File: config.mk
export PLATFORM = sky130hd
export DESIGN_NAME = logic_gate_bank
export DESIGN_NICKNAME = d
export VERILOG_FILES = /design/src/rtl/logic_gate_bank_pkg.sv /design/src/rtl/logic_gate_bank_gate_eval.sv /design/src/rtl/logic_gate_bank.sv
export SDC_FILE = /design/constraint.sdc
export NUM_CORES = 1
export LEC_CHECK = 0
export BUFFER_PORTS_ARGS = -buffer_cell sky130_fd_sc_hd__clkbuf_2
export CORE_AREA = 2 2 39 41
export DETAILED_ROUTE_END_ITERATION = 10
export DIE_AREA = 0 0 41 43
export REMOVE_ABC_BUFFERS = 1
export SLEW_MARGIN = 20
export SYNTH_ARGS = -nofsm -noshare
export SYNTH_HDL_FRONTEND = slang
export SYNTH_SLANG_ARGS = --single-unit
export TNS_END_PERCENT = 50
File: constraint.sdc
create_clock -name clk -period 1.7 [get_ports clk]
set_input_delay 0.085 -clock clk [delete_from_list [all_inputs] [get_ports clk]]
set_output_delay 0.085 -clock clk [all_outputs]
set_load 0.01 [all_outputs]
File: src/rtl/logic_gate_bank_pkg.sv
// ============================================================================
// Module      : logic_gate_bank_pkg
// Description : Shared types and constants for the logic gate bank.
// Revision    : 1.0 - initial release
// ============================================================================
`default_nettype none

package logic_gate_bank_pkg;

    localparam int NUM_GATES = 7;

    typedef enum logic [2:0] {
        OP_AND    = 3'd0,
        OP_OR     = 3'd1,
        OP_NOT    = 3'd2,
        OP_NAND   = 3'd3,
        OP_NOR    = 3'd4,
        OP_XOR    = 3'd5,
        OP_XNOR   = 3'd6,
        OP_PASS_A = 3'd7
    } gate_op_e;

endpackage

`default_nettype wire

File: src/rtl/logic_gate_bank_gate_eval.sv
// ============================================================================
// Module      : gate_eval
// Description : Combinational bitwise evaluation of the seven basic gates;
//               adds an op-selected result when LOGIC_GATE_BANK_SEL_EN is set.
// Revision    : 1.0 - initial release
// ============================================================================
`default_nettype none

module gate_eval
    import logic_gate_bank_pkg::*;
#(
    parameter int WIDTH = 1
) (
    input  logic [WIDTH-1:0] a,
    input  logic [WIDTH-1:0] b,
`ifdef LOGIC_GATE_BANK_SEL_EN
    input  logic [2:0]       op,
    output logic [WIDTH-1:0] y_sel,
`endif
    output logic [WIDTH-1:0] y_and,
    output logic [WIDTH-1:0] y_or,
    output logic [WIDTH-1:0] y_not,
    output logic [WIDTH-1:0] y_nand,
    output logic [WIDTH-1:0] y_nor,
    output logic [WIDTH-1:0] y_xor,
    output logic [WIDTH-1:0] y_xnor
);

    assign y_and  = a & b;
    assign y_or   = a | b;
    assign y_not  = ~a;
    assign y_nand = ~(a & b);
    assign y_nor  = ~(a | b);
    assign y_xor  = a ^ b;
    assign y_xnor = ~(a ^ b);

`ifdef LOGIC_GATE_BANK_SEL_EN
    always_comb begin
        y_sel = a;
        case (gate_op_e'(op))
            OP_AND:    y_sel = y_and;
            OP_OR:     y_sel = y_or;
            OP_NOT:    y_sel = y_not;
            OP_NAND:   y_sel = y_nand;
            OP_NOR:    y_sel = y_nor;
            OP_XOR:    y_sel = y_xor;
            OP_XNOR:   y_sel = y_xnor;
            OP_PASS_A: y_sel = a;
            default:   y_sel = a;
        endcase
    end
`else
    // Without the selector only the fixed gate outputs exist.
`endif

endmodule

`default_nettype wire

File: src/rtl/logic_gate_bank.sv
// ============================================================================
// Module      : logic_gate_bank
// Description : Registered bank of seven bitwise gates, one-cycle latency.
//               Optional op-selected output under LOGIC_GATE_BANK_SEL_EN.
// Revision    : 1.0 - initial release
// ============================================================================
`default_nettype none

module logic_gate_bank
    import logic_gate_bank_pkg::*;
#(
    parameter int WIDTH = 1
) (
    input  logic             clk,
    input  logic             rst,
    input  logic             in_valid,
    input  logic [WIDTH-1:0] a,
    input  logic [WIDTH-1:0] b,
`ifdef LOGIC_GATE_BANK_SEL_EN
    input  logic [2:0]       op,
    output logic [WIDTH-1:0] y_sel,
`endif
    output logic             out_valid,
    output logic [WIDTH-1:0] y_and,
    output logic [WIDTH-1:0] y_or,
    output logic [WIDTH-1:0] y_not,
    output logic [WIDTH-1:0] y_nand,
    output logic [WIDTH-1:0] y_nor,
    output logic [WIDTH-1:0] y_xor,
    output logic [WIDTH-1:0] y_xnor
);

    logic [WIDTH-1:0] w_and, w_or, w_not, w_nand, w_nor, w_xor, w_xnor;
    logic [WIDTH-1:0] r_and, r_or, r_not, r_nand, r_nor, r_xor, r_xnor;
    logic             r_valid;
`ifdef LOGIC_GATE_BANK_SEL_EN
    logic [WIDTH-1:0] w_sel;
    logic [WIDTH-1:0] r_sel;
`endif

    gate_eval #(
        .WIDTH (WIDTH)
    ) u_gate_eval (
        .a      (a),
        .b      (b),
`ifdef LOGIC_GATE_BANK_SEL_EN
        .op     (op),
        .y_sel  (w_sel),
`endif
        .y_and  (w_and),
        .y_or   (w_or),
        .y_not  (w_not),
        .y_nand (w_nand),
        .y_nor  (w_nor),
        .y_xor  (w_xor),
        .y_xnor (w_xnor)
    );

    // Results load only on an accepted input, so idle-cycle X on a/b never reaches the outputs.
    always_ff @(posedge clk or posedge rst) begin
        if (rst) begin
            r_valid <= 1'b0;
            r_and   <= '0;
            r_or    <= '0;
            r_not   <= '0;
            r_nand  <= '0;
            r_nor   <= '0;
            r_xor   <= '0;
            r_xnor  <= '0;
`ifdef LOGIC_GATE_BANK_SEL_EN
            r_sel   <= '0;
`endif
        end else begin
            r_valid <= in_valid;
            if (in_valid) begin
                r_and  <= w_and;
                r_or   <= w_or;
                r_not  <= w_not;
                r_nand <= w_nand;
                r_nor  <= w_nor;
                r_xor  <= w_xor;
                r_xnor <= w_xnor;
`ifdef LOGIC_GATE_BANK_SEL_EN
                r_sel  <= w_sel;
`endif
            end
        end
    end

    assign out_valid = r_valid;
    assign y_and     = r_and;
    assign y_or      = r_or;
    assign y_not     = r_not;
    assign y_nand    = r_nand;
    assign y_nor     = r_nor;
    assign y_xor     = r_xor;
    assign y_xnor    = r_xnor;
`ifdef LOGIC_GATE_BANK_SEL_EN
    assign y_sel     = r_sel;
`endif

endmodule

`default_nettype wire

==> results of run 1 <==
==> cell type report <==
type                       count  area [sq um]
sequential                     8           200
inverter                       4          15.0
fill                         147           925
timing repair buffer          13          70.1
clock buffer                   3          22.5
tap                           16          20.0
multi-input combinational     14           131
==> metal layers <==
layer,global-route usage [%],routed length [um],part of all wire (%),up-vias
li1,-,-,-,117
met1,10.9,284,51,111
met2,10.0,210,38,10
met3,5.24,61,11,0
met4,6.00,0,0,0
met5,0,0,0,-
==> power by group through the flow <==
stage                     Sequential, W  Combinational [W]  Clock (W)
after floorplan                0.000230          0.0000286          0
after global placement         0.000222          0.0000702          0
after detailed placement       0.000222          0.0000715          0
after CTS                      0.000219          0.0000732   0.000152
after global routing           0.000221          0.0000816   0.000161
final                          0.000219          0.0000713   0.000145
==> placed cells by master (no fill, tap or decap), drive strengths merged <==
cell type / synthesis / final
a21oi: 3 / 3
dlygate4sd3: 0 / 1
ha: 4 / 4
nor2: 3 / 3
mux2: 3 / 3
clkbuf: 0 / 15
mux2i: 1 / 1
inv: 4 / 4
dfrtp: 8 / 8
==> stage by stage <==
stage	worst slack, ps	power [W]
after CTS	840	0.000444
after global placement	757	0.000292
after global routing	805	0.000463
after detailed placement	741	0.000293
after floorplan	919	0.000259
final	854	0.000435
==> flip-flops by register name (all words and copies together) (netlist names) <==
register   flops
y_xnor         1
y_nor          1
y_xor          1
y_or           1
y_and          1
out_valid      1
y_not          1
y_nand         1
==> cells in the mapped netlist <==
master   count  area [sq um]
nor2_1       3          11.3
dfrtp_1      8           200
ha_1         4          50.1
mux2_4       3          45.0
buf_6        1          11.3
mux2i_1      1          10.0
inv_1        4          15.0
a21oi_1      3          15.0
==> how the worst min path moves through the flow <==
stage                     startpoint                   to
after floorplan                  rst  out_valid$_DFF_PP0_
after global placement           rst   y_nand$_DFFE_PP0P_
after detailed placement         rst    y_and$_DFFE_PP0P_
after CTS                          a    y_not$_DFFE_PP0P_
after global routing               a    y_not$_DFFE_PP0P_
final                              a    y_not$_DFFE_PP0P_
==> kinds of logic after synthesis <==
logic type / count (synthesis) / share of synthesized area (%)
flip-flops: 8 / 55.9
buffers and inverters: 5 / 7.34
multiplexers: 4 / 15.4
adder cells (fa/ha/maj): 4 / 14.0
AO/OA/AOI/OAI: 3 / 4.19
AND/OR/NAND/NOR: 3 / 3.15
==> impl_results.md, run 1 <==
- First drt pass iteration count: 3
- Leakage: 0.252 nW
- Pin slew with the least headroom to its limit: 315 ps
- Tcrit/Tclk final: 49.7%
- Register area share after synthesis: 55.9%
- Post-CTS sizing: 0
- Crit-path slowest cell: dfrtp_1
- R2r endpoint: y_nor$_DFFE_PP0P_
- RSZ-0062 raised after global routing: false
- Slew headroom: 79.0%
- Maximum vdd drop: 0.000297 V
- Root Driver: clkbuf_4
- DRC Markers: 0
- Clk_lat worst skew: 250 ps
- First-pass GRT wire length: 952 um
- CTS max path bufs: 2
- Routed WL per cell: 9.57 um
- Sw frac: 25.2%
- Logic pwr share: 16.4%
- Grt ovf: 0
- Area Overhead vs Synth: 28.3%
- Routed Antenna Nets: 0
- Crit path kind: reg2out
- CTS tree: built
- Clock power share: 33.4%
- Initial drt markers: 4
- Seq cells post-synth: 8
- Total GRT Usage: 8.49%
- Reg clk slew, reported paths: 60 ps
- Layout Utilization: 33.2%
- Port-buffer cells: 12
- CP Launch Type: register
- Critical Path AT: 760 ps
- CP cell instances: clkbuf_2
- Post-synth cell types: 8
- Initial Util: 25.9%
- WL final: 555 um
- Max incr delay on CP: 380 ps
- Internal power: 0.000325 W
- Vias in the first global route: 233
- Origin of the critical flop-to-flop path: y_nor$_DFFE_PP0P_
- WP buf/inv: 1
- CP Capture Point: y_and
- Hold/Removal Path Class: in2reg
- Hold path cells: 2
- TritonCTS Buffers: 3
- Number of antenna violations at the first check in global routing: 0
- Final cell count without fillers: 58
- Worst path depth: 1
- Final Hold Fails: 0
- Pin count of the biggest net entering global routing: 12
- R2R depth: 1
- Post-CTS Hold Buffers: 1
- Placement Cell Area: 427 sq um
- Worst R2R Setup Slack: 940 ps
- Io pins: 13
- Clock sink total: 8
- Placer congestion estimate: 0.670
- H-tree levels: 1
- Full die area: 1760 sq um
- CP endpoint kind: primary output
- Die W: 41 um
- Cells after Synth: 27
- Core Box Area: 1380 sq um
- Warnings, synthesis: 0
- Placed instance count: 54
- Die Height: 43 um
- P per Cell Area: 947 nW/um^2
- Required @ worst endpoint: 1620 ps
- Share of layout cells above drive strength 1: 42.9%
- Design Area, Final: 459 sq um
- Vias: 238
- Reg power frac: 50.2%
- Max Cap Violations: 0
- Fin crit period: 846 ps
- Nets@finish: 53
- Status: finished clean
- Top delay family on crit path: flip-flops
- Critical path startpoint: y_and$_DFFE_PP0P_
- Max-slew violation count: 0
- Post-synthesis instance area: 358 sq um
- Sw power: 0.000110 W
- Clk_skew: 0 ps
- F_max: 1180 MHz
- # rows: 14
- Setup TNS: 0 ps
- ANT cells: 0
- Vias/cell: 4.10
- Maximum fanout along the worst path: 2
- Avg Inst Size Synth: 13.3 sq um
- Final-report setup violation count: 0
- Setup bufs post-CTS: 0
- Hold WS: 63.9 ps
Power figures use the tool's default switching activity.
==> inputs of run 2 (changes only) <==
Clock period 1.7 ns to 0.8 ns, I/O delays scaled along.
==> impl_results.md, run 2 (same netlist as run 1, synthesis figures left out) <==
- Status: complete, but fails checks
- Failing checks: setup timing
- Slew headroom: 79.3%
- Reg clk slew, reported paths: 50 ps
- WP buf/inv: 1
- Placement Cell Area: 449 sq um
- Final-report setup violation count: 2
- Initial drt markers: 0
- Fin worst setup slack: -9.59 ps
- Leakage: 0.270 nW
- Routed Antenna Nets: 0
- Port-buffer cells: 12
- Top delay family on crit path: flip-flops
- Clk_lat worst skew: 250 ps
- Crit-path slowest cell: dfrtp_1
- First-pass GRT wire length: 1190 um
- Commonest cells after routing, fill and taps aside: clkbuf_2 (10), dfrtp_1 (8), inv_1 (4), ha_1 (4)
- Routed WL per cell: 10.1 um
- Nets@finish: 56
- Core Box Area: 1380 sq um
- ANT cells: 0
- Post-Place Setup Slack: -84.6 ps
- H-tree levels: 1
- Design Area, Final: 494 sq um
- RSZ-0062 raised after global routing: true
- # rows: 14
- Tcrit/Tclk final: 101%
- TritonCTS Buffers: 3
- CP Launch Type: register
- Pin slew with the least headroom to its limit: 310 ps
- CP cell instances: buf_6
- Fin crit period: 810 ps
- Io pins: 13
- Required @ worst endpoint: 760 ps
- First drt pass iteration count: 1
- Crit path kind: reg2out
- Placed instance count: 57
- Initial Util: 25.9%
- Total GRT Usage: 10.7%
- Commonest non-fill, non-tap cell in the layout: clkbuf_2
- Share of layout cells above drive strength 1: 46.7%
- DRC Markers: 0
- Max Cap Violations: 0
- Final cell count without fillers: 61
- Hold/Removal Path Class: in2reg
- Max-slew violation count: 0
- Filler Cells Inserted: 140
- Max incr delay on CP: 390 ps
- Clock sink total: 8
- Full die area: 1760 sq um
- Pin count of the biggest net entering global routing: 9
- Layout Utilization: 35.7%
- Critical Path AT: 770 ps
- Maximum vdd drop: 0.00128 V
- Clk_skew: 0 ps
- Vias in the first global route: 284
- Die W: 41 um
- CTS tree: built
- Vias: 254
- Number of antenna violations at the first check in global routing: 0
- Vias/cell: 4.16
- CP endpoint kind: primary output
- Maximum fanout along the worst path: 2
- Final Hold Fails: 0
- P per Cell Area: 1910 nW/um^2
- Root Driver: clkbuf_4
- Die Height: 43 um
- Placer congestion estimate: 0.648
- WL final: 614 um
- Grt ovf: 0
- F_max: 1240 MHz
- CTS max path bufs: 2
- Area Overhead vs Synth: 38.1%
[run 2: area by class of cell]
class | instances | area (sq um) | share of cell area, %
multi-input combinational | 14 | 131 | 26.6
tap | 16 | 20.0 | 4.05
inverter | 4 | 15.0 | 3.04
clock buffer | 3 | 22.5 | 4.56
timing repair buffer | 16 | 105 | 21.3
sequential | 8 | 200 | 40.5
[run 2: path summary, 6_finish.rpt]
check	from	end	slack, ps	depth (start not counted)
setup reg to reg	y_and$_DFFE_PP0P_	y_and$_DFFE_PP0P_	20	1
hold / removal	a	y_not$_DFFE_PP0P_	90	3
max in group asynchronous	rst	y_xnor$_DFFE_PP0P_	300	3
min in group asynchronous	rst	out_valid$_DFF_PP0_	260	3
setup / recovery	y_and$_DFFE_PP0P_	y_and	-10	1
hold reg to reg	y_xor$_DFFE_PP0P_	y_xor$_DFFE_PP0P_	510	1
[run 2: layer usage]
| metal | vias to the layer above | part of all wire, % | GRT usage (%) | wire (um) |
|---|---|---|---|---|
| met5 | - | 0 | 0 | 0 |
| met4 | 0 | 0 | 4.00 | 0 |
| met1 | 119 | 42 | 11.6 | 260 |
| li1 | 122 | - | - | - |
| met3 | 0 | 11 | 9.42 | 68 |
| met2 | 13 | 46 | 14.7 | 285 |
[run 2: metrics by stage]
stage	setup TNS (ps)	hold slack [ps]	total power, W
floorplan	0	-144	0.000550
global placement	-83.3	-20.7	0.000633
detailed placement	-110	-11.5	0.000636
CTS	-47.0	86.0	0.000955
global route	-272	107	0.00102
finish	-10.5	87.5	0.000943
[run 2: report_power, final]
| group | switching (W) | total [W] | leakage (nW) | internal, W |
|---|---|---|---|---|
| combinational | 0.0000806 | 0.000175 | 0.164 | 0.0000945 |
| clock | 0.000131 | 0.000302 | 0.0138 | 0.000171 |
| sequential | 0.0000208 | 0.000465 | 0.0922 | 0.000445 |
| total | 0.000232 | 0.000943 | 0.270 | 0.000710 |
[run 2: what timing repair did]
action	CTS	global route
resized for setup	0	4
hold buffers	1	0
setup buffers	0	0
cloned	0	0
hold endpoints to repair	8	0
setup endpoints to repair	5	8
